## config.mk

```make
export PLATFORM = sky130hd
export DESIGN_NAME = ball_motion_ctrl
export DESIGN_NICKNAME = d
export VERILOG_FILES = /design/src/rtl/ball_motion_ctrl.sv
export SDC_FILE = /design/constraint.sdc
export NUM_CORES = 1
export LEC_CHECK = 0
export CAP_MARGIN = 40
export CORE_ASPECT_RATIO = 1.1
export CORE_UTILIZATION = 35
export CTS_CLUSTER_SIZE = 30
export DETAILED_ROUTE_END_ITERATION = 12
export DONT_BUFFER_PORTS = 1
export PLACE_DENSITY = 0.57
export SKIP_CTS_REPAIR_TIMING = 1
export SLEW_MARGIN = 20
export SYNTH_ARGS = -nofsm -noshare
export SYNTH_HDL_FRONTEND = slang
export SYNTH_SLANG_ARGS = --single-unit
```

## constraint.sdc

```tcl
create_clock -name Clk -period 4.1 [get_ports Clk]
set_input_delay 0.41 -clock Clk [delete_from_list [all_inputs] [get_ports Clk]]
set_output_delay 0.41 -clock Clk [all_outputs]
set_load 0.01 [all_outputs]
```

## src/rtl/ball_motion_ctrl.sv

```systemverilog
// ball_motion_ctrl: Pong ball stepper with wall/paddle reflection, point detection and serve/rally/score FSM.
// Latency: one cycle; position and pulses update on the edge that samples Tick high.
// Backpressure: none; Tick is a free-running strobe, consumed in MOVE and ignored elsewhere.
// Ports: Clk, Rst (async active-low), Tick/Start controls and PaddleLY/PaddleRY paddle top rows in;
//        BallX/BallY position, Moving level, Bounce/ScoreL/ScoreR one-cycle pulses out (all registered).
// Optional: define BALL_SPEEDUP_EN to raise the step by one after every 4th paddle hit (max 3).
module ball_motion_ctrl #(
    parameter int FIELD_W    = 160,
    parameter int FIELD_H    = 120,
    parameter int BALL_SIZE  = 4,
    parameter int PADDLE_H   = 24,
    parameter int PAD_L_FACE = 12,
    parameter int PAD_R_FACE = 148,
    parameter int X_W        = 8,
    parameter int Y_W        = 7
) (
    input  logic           Clk,
    input  logic           Rst,
    input  logic           Tick,
    input  logic           Start,
    input  logic [Y_W-1:0] PaddleLY,
    input  logic [Y_W-1:0] PaddleRY,
    output logic [X_W-1:0] BallX,
    output logic [Y_W-1:0] BallY,
    output logic           Moving,
    output logic           Bounce,
    output logic           ScoreL,
    output logic           ScoreR
);

    typedef enum logic [1:0] {IDLE = 2'd0, MOVE = 2'd1, SCORED = 2'd2} state_t;

    localparam logic [X_W-1:0] CX      = X_W'((FIELD_W - BALL_SIZE) / 2);
    localparam logic [Y_W-1:0] CY      = Y_W'((FIELD_H - BALL_SIZE) / 2);
    localparam logic [X_W-1:0] X_HIT_R = X_W'(PAD_R_FACE - BALL_SIZE);
    localparam logic [X_W-1:0] X_HIT_L = X_W'(PAD_L_FACE);
    localparam logic [Y_W-1:0] Y_BOT   = Y_W'(FIELD_H - BALL_SIZE);

    // One extra bit on every compare operand so sums near the field edge never wrap.
    localparam logic [X_W:0] XW_FIELD = (X_W+1)'(FIELD_W);
    localparam logic [X_W:0] XW_PAD_R = (X_W+1)'(PAD_R_FACE);
    localparam logic [X_W:0] XW_PAD_L = (X_W+1)'(PAD_L_FACE);
    localparam logic [X_W:0] XW_BALL  = (X_W+1)'(BALL_SIZE);
    localparam logic [Y_W:0] YW_BOT   = (Y_W+1)'(FIELD_H - BALL_SIZE);
    localparam logic [Y_W:0] YW_BALL1 = (Y_W+1)'(BALL_SIZE - 1);
    localparam logic [Y_W:0] YW_PAD1  = (Y_W+1)'(PADDLE_H - 1);

    state_t         state, state_nxt;
    logic [X_W-1:0] ball_x, x_nxt;
    logic [Y_W-1:0] ball_y, y_nxt, y_mv;
    logic           dx_neg, dx_neg_nxt;
    logic           dy_neg, dy_neg_nxt, dy_mv;
    logic           bounce_q, score_l_q, score_r_q, moving_q;
    logic           bounce_nxt, score_l_nxt, score_r_nxt;
    logic           wall_hit, paddle_hit;
    logic [1:0]     step;

    logic [X_W:0]   xe, stp_x, x_fwd;
    logic [Y_W:0]   ye, stp_y, y_fwd, pl, pr;
    logic           overlap_l, overlap_r;

    assign xe    = {1'b0, ball_x};
    assign stp_x = (X_W+1)'(step);
    assign x_fwd = xe + stp_x;
    assign ye    = {1'b0, ball_y};
    assign stp_y = (Y_W+1)'(step);
    assign y_fwd = ye + stp_y;
    assign pl    = {1'b0, PaddleLY};
    assign pr    = {1'b0, PaddleRY};

    // Ball rows [y, y+BALL_SIZE-1] against paddle rows [p, p+PADDLE_H-1].
    assign overlap_l = (ye <= pl + YW_PAD1) && (pl <= ye + YW_BALL1);
    assign overlap_r = (ye <= pr + YW_PAD1) && (pr <= ye + YW_BALL1);

`ifdef BALL_SPEEDUP_EN
    logic [1:0] hit_cnt;

    always_ff @(posedge Clk or negedge Rst) begin
        if (!Rst) begin
            step    <= 2'd1;
            hit_cnt <= 2'd0;
        end else if (state == MOVE && state_nxt == SCORED) begin
            step    <= 2'd1;
            hit_cnt <= 2'd0;
        end else if (paddle_hit) begin
            hit_cnt <= hit_cnt + 2'd1;
            // The counter wrapping marks every 4th hit.
            if (hit_cnt == 2'd3 && step != 2'd3)
                step <= step + 2'd1;
        end
    end
`else
    assign step = 2'd1;
`endif

    always_comb begin
        state_nxt   = state;
        x_nxt       = ball_x;
        y_nxt       = ball_y;
        dx_neg_nxt  = dx_neg;
        dy_neg_nxt  = dy_neg;
        y_mv        = ball_y;
        dy_mv       = dy_neg;
        wall_hit    = 1'b0;
        paddle_hit  = 1'b0;
        bounce_nxt  = 1'b0;
        score_l_nxt = 1'b0;
        score_r_nxt = 1'b0;

        // Candidate vertical move; only committed on a non-scoring tick.
        if (dy_neg && ye < stp_y) begin
            y_mv     = '0;
            dy_mv    = 1'b0;
            wall_hit = 1'b1;
        end else if (!dy_neg && y_fwd > YW_BOT) begin
            y_mv     = Y_BOT;
            dy_mv    = 1'b1;
            wall_hit = 1'b1;
        end else if (dy_neg) begin
            y_mv = ball_y - Y_W'(step);
        end else begin
            y_mv = y_fwd[Y_W-1:0];
        end

        case (state)
            IDLE: begin
                if (Start)
                    state_nxt = MOVE;
            end
            MOVE: begin
                if (Tick) begin
                    if (!dx_neg) begin
                        if (xe + XW_BALL <= XW_PAD_R && XW_PAD_R < x_fwd + XW_BALL && overlap_r) begin
                            x_nxt      = X_HIT_R;
                            dx_neg_nxt = 1'b1;
                            paddle_hit = 1'b1;
                        end else if (x_fwd + XW_BALL > XW_FIELD) begin
                            score_l_nxt = 1'b1;
                        end else begin
                            x_nxt = x_fwd[X_W-1:0];
                        end
                    end else begin
                        if (XW_PAD_L <= xe && xe < XW_PAD_L + stp_x && overlap_l) begin
                            x_nxt      = X_HIT_L;
                            dx_neg_nxt = 1'b0;
                            paddle_hit = 1'b1;
                        end else if (xe < stp_x) begin
                            score_r_nxt = 1'b1;
                        end else begin
                            x_nxt = ball_x - X_W'(step);
                        end
                    end
                    // dx already points at the conceding side, so it is left alone on a score.
                    if (score_l_nxt || score_r_nxt) begin
                        state_nxt = SCORED;
                    end else begin
                        y_nxt      = y_mv;
                        dy_neg_nxt = dy_mv;
                        bounce_nxt = wall_hit | paddle_hit;
                    end
                end
            end
            SCORED: begin
                x_nxt     = CX;
                y_nxt     = CY;
                state_nxt = IDLE;
            end
            default: state_nxt = IDLE;
        endcase
    end

    always_ff @(posedge Clk or negedge Rst) begin
        if (!Rst) begin
            state     <= IDLE;
            ball_x    <= CX;
            ball_y    <= CY;
            dx_neg    <= 1'b0;
            dy_neg    <= 1'b0;
            moving_q  <= 1'b0;
            bounce_q  <= 1'b0;
            score_l_q <= 1'b0;
            score_r_q <= 1'b0;
        end else begin
            state     <= state_nxt;
            ball_x    <= x_nxt;
            ball_y    <= y_nxt;
            dx_neg    <= dx_neg_nxt;
            dy_neg    <= dy_neg_nxt;
            moving_q  <= (state_nxt == MOVE);
            bounce_q  <= bounce_nxt;
            score_l_q <= score_l_nxt;
            score_r_q <= score_r_nxt;
        end
    end

    assign BallX  = ball_x;
    assign BallY  = ball_y;
    assign Moving = moving_q;
    assign Bounce = bounce_q;
    assign ScoreL = score_l_q;
    assign ScoreR = score_r_q;

endmodule

```

==> impl_metrics.ini, run 1 <==
[run_status]
outcome = completed

[logic_synthesis]
syn_inst = 368
ys.flop_type = dfrtp_1
synth_cell_types = 64
synth-async-reset-ratio = 1.000
ys_seq_area_frac = 0.1943
ys_ff_latch = 23
synth_edf_count = 0
syn_nets = 428
ys.warnings.count = 0
synthesis.area_um2 = 3014
synth_area_per_cell_um2 = 8.191

[worst_setup_path]
path_cells = inv_1 -> ha_1 -> xor2_1 -> ha_1 -> o21ai_0 -> a21oi_1 -> o21bai_1 -> a21oi_1 -> o41a_1 -> a21oi_1 -> o2111ai_2 -> nand2_1 -> o2bb2a_2
crit_top_cell = a21oi_1
r2r_setup_slack_ns = 0.37
cp-end-kind = flip-flop
cp_slowest_stage_delay_ns = 0.54
r2r-end = BallY[6]
path_max_fanout = 12
required_ns = 4.26
slowest_stage = dfrtp_1
reg2regPathDepth = 13
critPathKind = reg2reg
r2r-start = BallY[0]
cp-start-kind = flip-flop
arrival_ns = 3.89

[timing]
worstMarginPinSlew_ns = 0.6432
setup_viol = 0
rsz0062_at_grt = false
hold_viol = 0
setup-tns-final_ns = 0
fin_crit_ns = 3.734
clock_skew_ns = 0.002971
period_share = 0.9106
setup_slack_ns = 0.3665
finalMaxSlewViolations = 0
slew_headroom = 0.5601
fin_hold_ws_ns = 0.2326
max_freq_mhz = 267.8

[die]
start_util = 0.3604
rows = 35
boundaryPins = 37
die_x_um = 90.48
die_area_um2 = 8987
die_y_um = 99.33
core_area_um2 = 8364

[cts]
cts_buffers = 3
path_clk_slew_ns = 0.09
clockBufferDepth = 2
cts_tree = built
cts_sinks = 23
insertion_delay_ns = 0.26
cts-htree-levels = 1
cts-root-buf = clkbuf_8

[grt]
first_global_vias = 2599
grt_usage = 0.1736
antenna_found_initial = 0
grt_pass1_wl_mm = 12.64
grt_overflow = 0
grt_max_degree = 24

[power]
ir_worst_vdd_mv = 0.2463
pwr-share-clk = 0.055
finalPower_mw = 2.702
pwr-share-seq = 0.226
powerDensity_nw_per_um2 = 849.5
power.internal_mw = 1.269
leakage_nw = 1.315
switching_share = 0.5302
pwr-share-comb = 0.719
p_sw_mw = 1.433

[placement]
placedCellCount = 467
gp_congestion = 0.9016
dp_slack_ns = 0.3249
place_area_um2 = 3102
port_buffers = 0
hpwl_mm = 6.002

[routing]
wirelength_mm = 7.716
ant_nets = 0
dr.pass1.iters = 5
wl_per_cell_um = 16.31
drcViolationCount = 0
viasPerCell = 5.780
drt-initial-drc-count = 160
vias = 2734

[cells_and_area]
final_cells = 473
final_nets = 423
area_growth_pct = 5.521
fin_area_um2 = 3181
final_core_utilization = 0.3803
diodes = 0
drive_gt1_frac = 0.09945

[hold_path]
min_to = state[0]
hold_depth = 1
min_from = Tick
min_path_type = in2reg

[run]
drv_cap = 0
==> sequential cells by signal (all words and copies together) (netlist names) <==
name	cells
Bounce	1
state	2
dy_neg	1
BallY	7
Moving	1
ScoreL	1
dx_neg	1
BallX	8
ScoreR	1
==> cell usage in the layout (no fill, tap or decap), types with 4 or more instances in the layout <==
master,Yosys,layout
xor2_1,12,12
ha_1,42,42
o21ai_0,21,21
dfstp_2,8,8
nor4_1,5,5
nand2_1,31,31
nor3_1,4,4
inv_1,25,25
o211ai_1,6,6
nand3_1,20,20
nand4_1,8,8
and3_1,4,4
a21o_1,5,5
buf_4,1,6
o21a_1,5,5
o22ai_1,7,7
nand2b_1,9,9
xnor2_1,21,21
o21bai_1,4,4
a21oi_1,24,24
nor2_1,13,13
or2_2,5,5
dfrtp_1,15,15
==> power by group through the flow <==
stage | logic (mW) | clock network (mW) | registers, mW
floorplan | 1.59 | 0 | 0.497
global placement | 1.90 | 0 | 0.618
detailed placement | 1.92 | 0 | 0.619
CTS | 1.94 | 0.156 | 0.616
global route | 2.18 | 0.164 | 0.643
finish | 1.94 | 0.148 | 0.612
==> cells by family (layout without fill, tap and decap cells) <==
kind of cell,count (synthesis),in the layout,share of synthesized area
compound gates,107,107,0.2449
xor+xnor,35,35,0.1104
fa+ha+maj,43,43,0.1777
buf+inv,43,37,0.06310
flops,23,23,0.1943
mux,3,3,0.01038
simple gates,114,114,0.1993
==> how the worst max path moves through the flow <==
stage | start | end | slack, ns | cells after the start
final | BallY[0] | BallY[6] | 0.37 | 13
after global routing | BallY[0] | BallY[2] | 0.16 | 13
after CTS | BallY[0] | BallY[6] | 0.37 | 13
after detailed placement | PaddleLY[0] | BallX[0] | 0.32 | 15
after global placement | PaddleLY[1] | BallX[0] | 0.41 | 14
after floorplan | BallY[4] | BallY[5] | 0.76 | 14
==> synthesized netlist by cell type (4+ instances only) <==
cell type | n | share of area
a21o_1 | 5 | 0.012
a21oi_1 | 24 | 0.040
and3_1 | 4 | 0.0083
clkbuf_1 | 11 | 0.014
dfrtp_1 | 15 | 0.12
dfstp_2 | 8 | 0.070
ha_1 | 42 | 0.17
inv_1 | 25 | 0.031
nand2_1 | 31 | 0.039
nand2b_1 | 9 | 0.019
nand3_1 | 20 | 0.033
nand4_1 | 8 | 0.017
nor2_1 | 13 | 0.016
nor3_1 | 4 | 0.0066
nor4_1 | 5 | 0.010
o211ai_1 | 6 | 0.015
o21a_1 | 5 | 0.012
o21ai_0 | 21 | 0.035
o21bai_1 | 4 | 0.010
o22ai_1 | 7 | 0.015
or2_2 | 5 | 0.010
xnor2_1 | 21 | 0.061
xor2_1 | 12 | 0.035
==> area by class of cell <==
class | count | area, um2
clock buffers | 3 | 41.29
clock inverters | 1 | 7.507
fillers | 862 | 5184
inverters | 25 | 93.84
multi-input cells | 302 | 2238
flip-flops and latches | 23 | 585.6
well taps | 111 | 138.9
repair buffers | 8 | 75.07
==> layer usage <==
| layer | GRT usage | wire [um] |
|---|---|---|
| met5 | 0 | 0 |
| met4 | 0.02854 | 31 |
| met3 | 0.03135 | 432 |
| met2 | 0.2902 | 3616 |
| met1 | 0.2366 | 3635 |
==> critical path: cells and delay by family, from the launching register on <==
kind                       cells  cell delay, ns
buffers and inverters          1            0.22
adders and majority gates      2            0.62
DFF                            1            0.54
AOI/OAI and AO/OA              8            1.64
xor gates and xnor gates       1            0.27
and+or+nand+nor                1            0.31
Power figures use the tool's default switching activity.
==> run 2: changes to the inputs <==
--- a/config.mk
+++ b/config.mk
@@ -11,8 +11,10 @@
 export CTS_CLUSTER_SIZE = 30
 export DETAILED_ROUTE_END_ITERATION = 12
 export DONT_BUFFER_PORTS = 1
+export GPL_ROUTABILITY_DRIVEN = 1
 export PLACE_DENSITY = 0.57
 export SKIP_CTS_REPAIR_TIMING = 1
+export SKIP_LAST_GASP = 1
 export SLEW_MARGIN = 20
 export SYNTH_ARGS = -nofsm -noshare
 export SYNTH_HDL_FRONTEND = slang
==> results of run 2 <==
The final DEF is identical to that of run 1; final timing and power are the same.
==> run 3: changes to the inputs <==
--- a/config.mk
+++ b/config.mk
@@ -12,10 +12,11 @@
 export DETAILED_ROUTE_END_ITERATION = 12
 export DONT_BUFFER_PORTS = 1
 export GPL_ROUTABILITY_DRIVEN = 1
+export HOLD_SLACK_MARGIN = 0.15
 export PLACE_DENSITY = 0.57
 export SKIP_CTS_REPAIR_TIMING = 1
 export SKIP_LAST_GASP = 1
-export SLEW_MARGIN = 20
+export SLEW_MARGIN = 25
 export SYNTH_ARGS = -nofsm -noshare
 export SYNTH_HDL_FRONTEND = slang
 export SYNTH_SLANG_ARGS = --single-unit
==> results of run 3 <==
The final DEF is identical to that of run 1; final timing and power are the same.
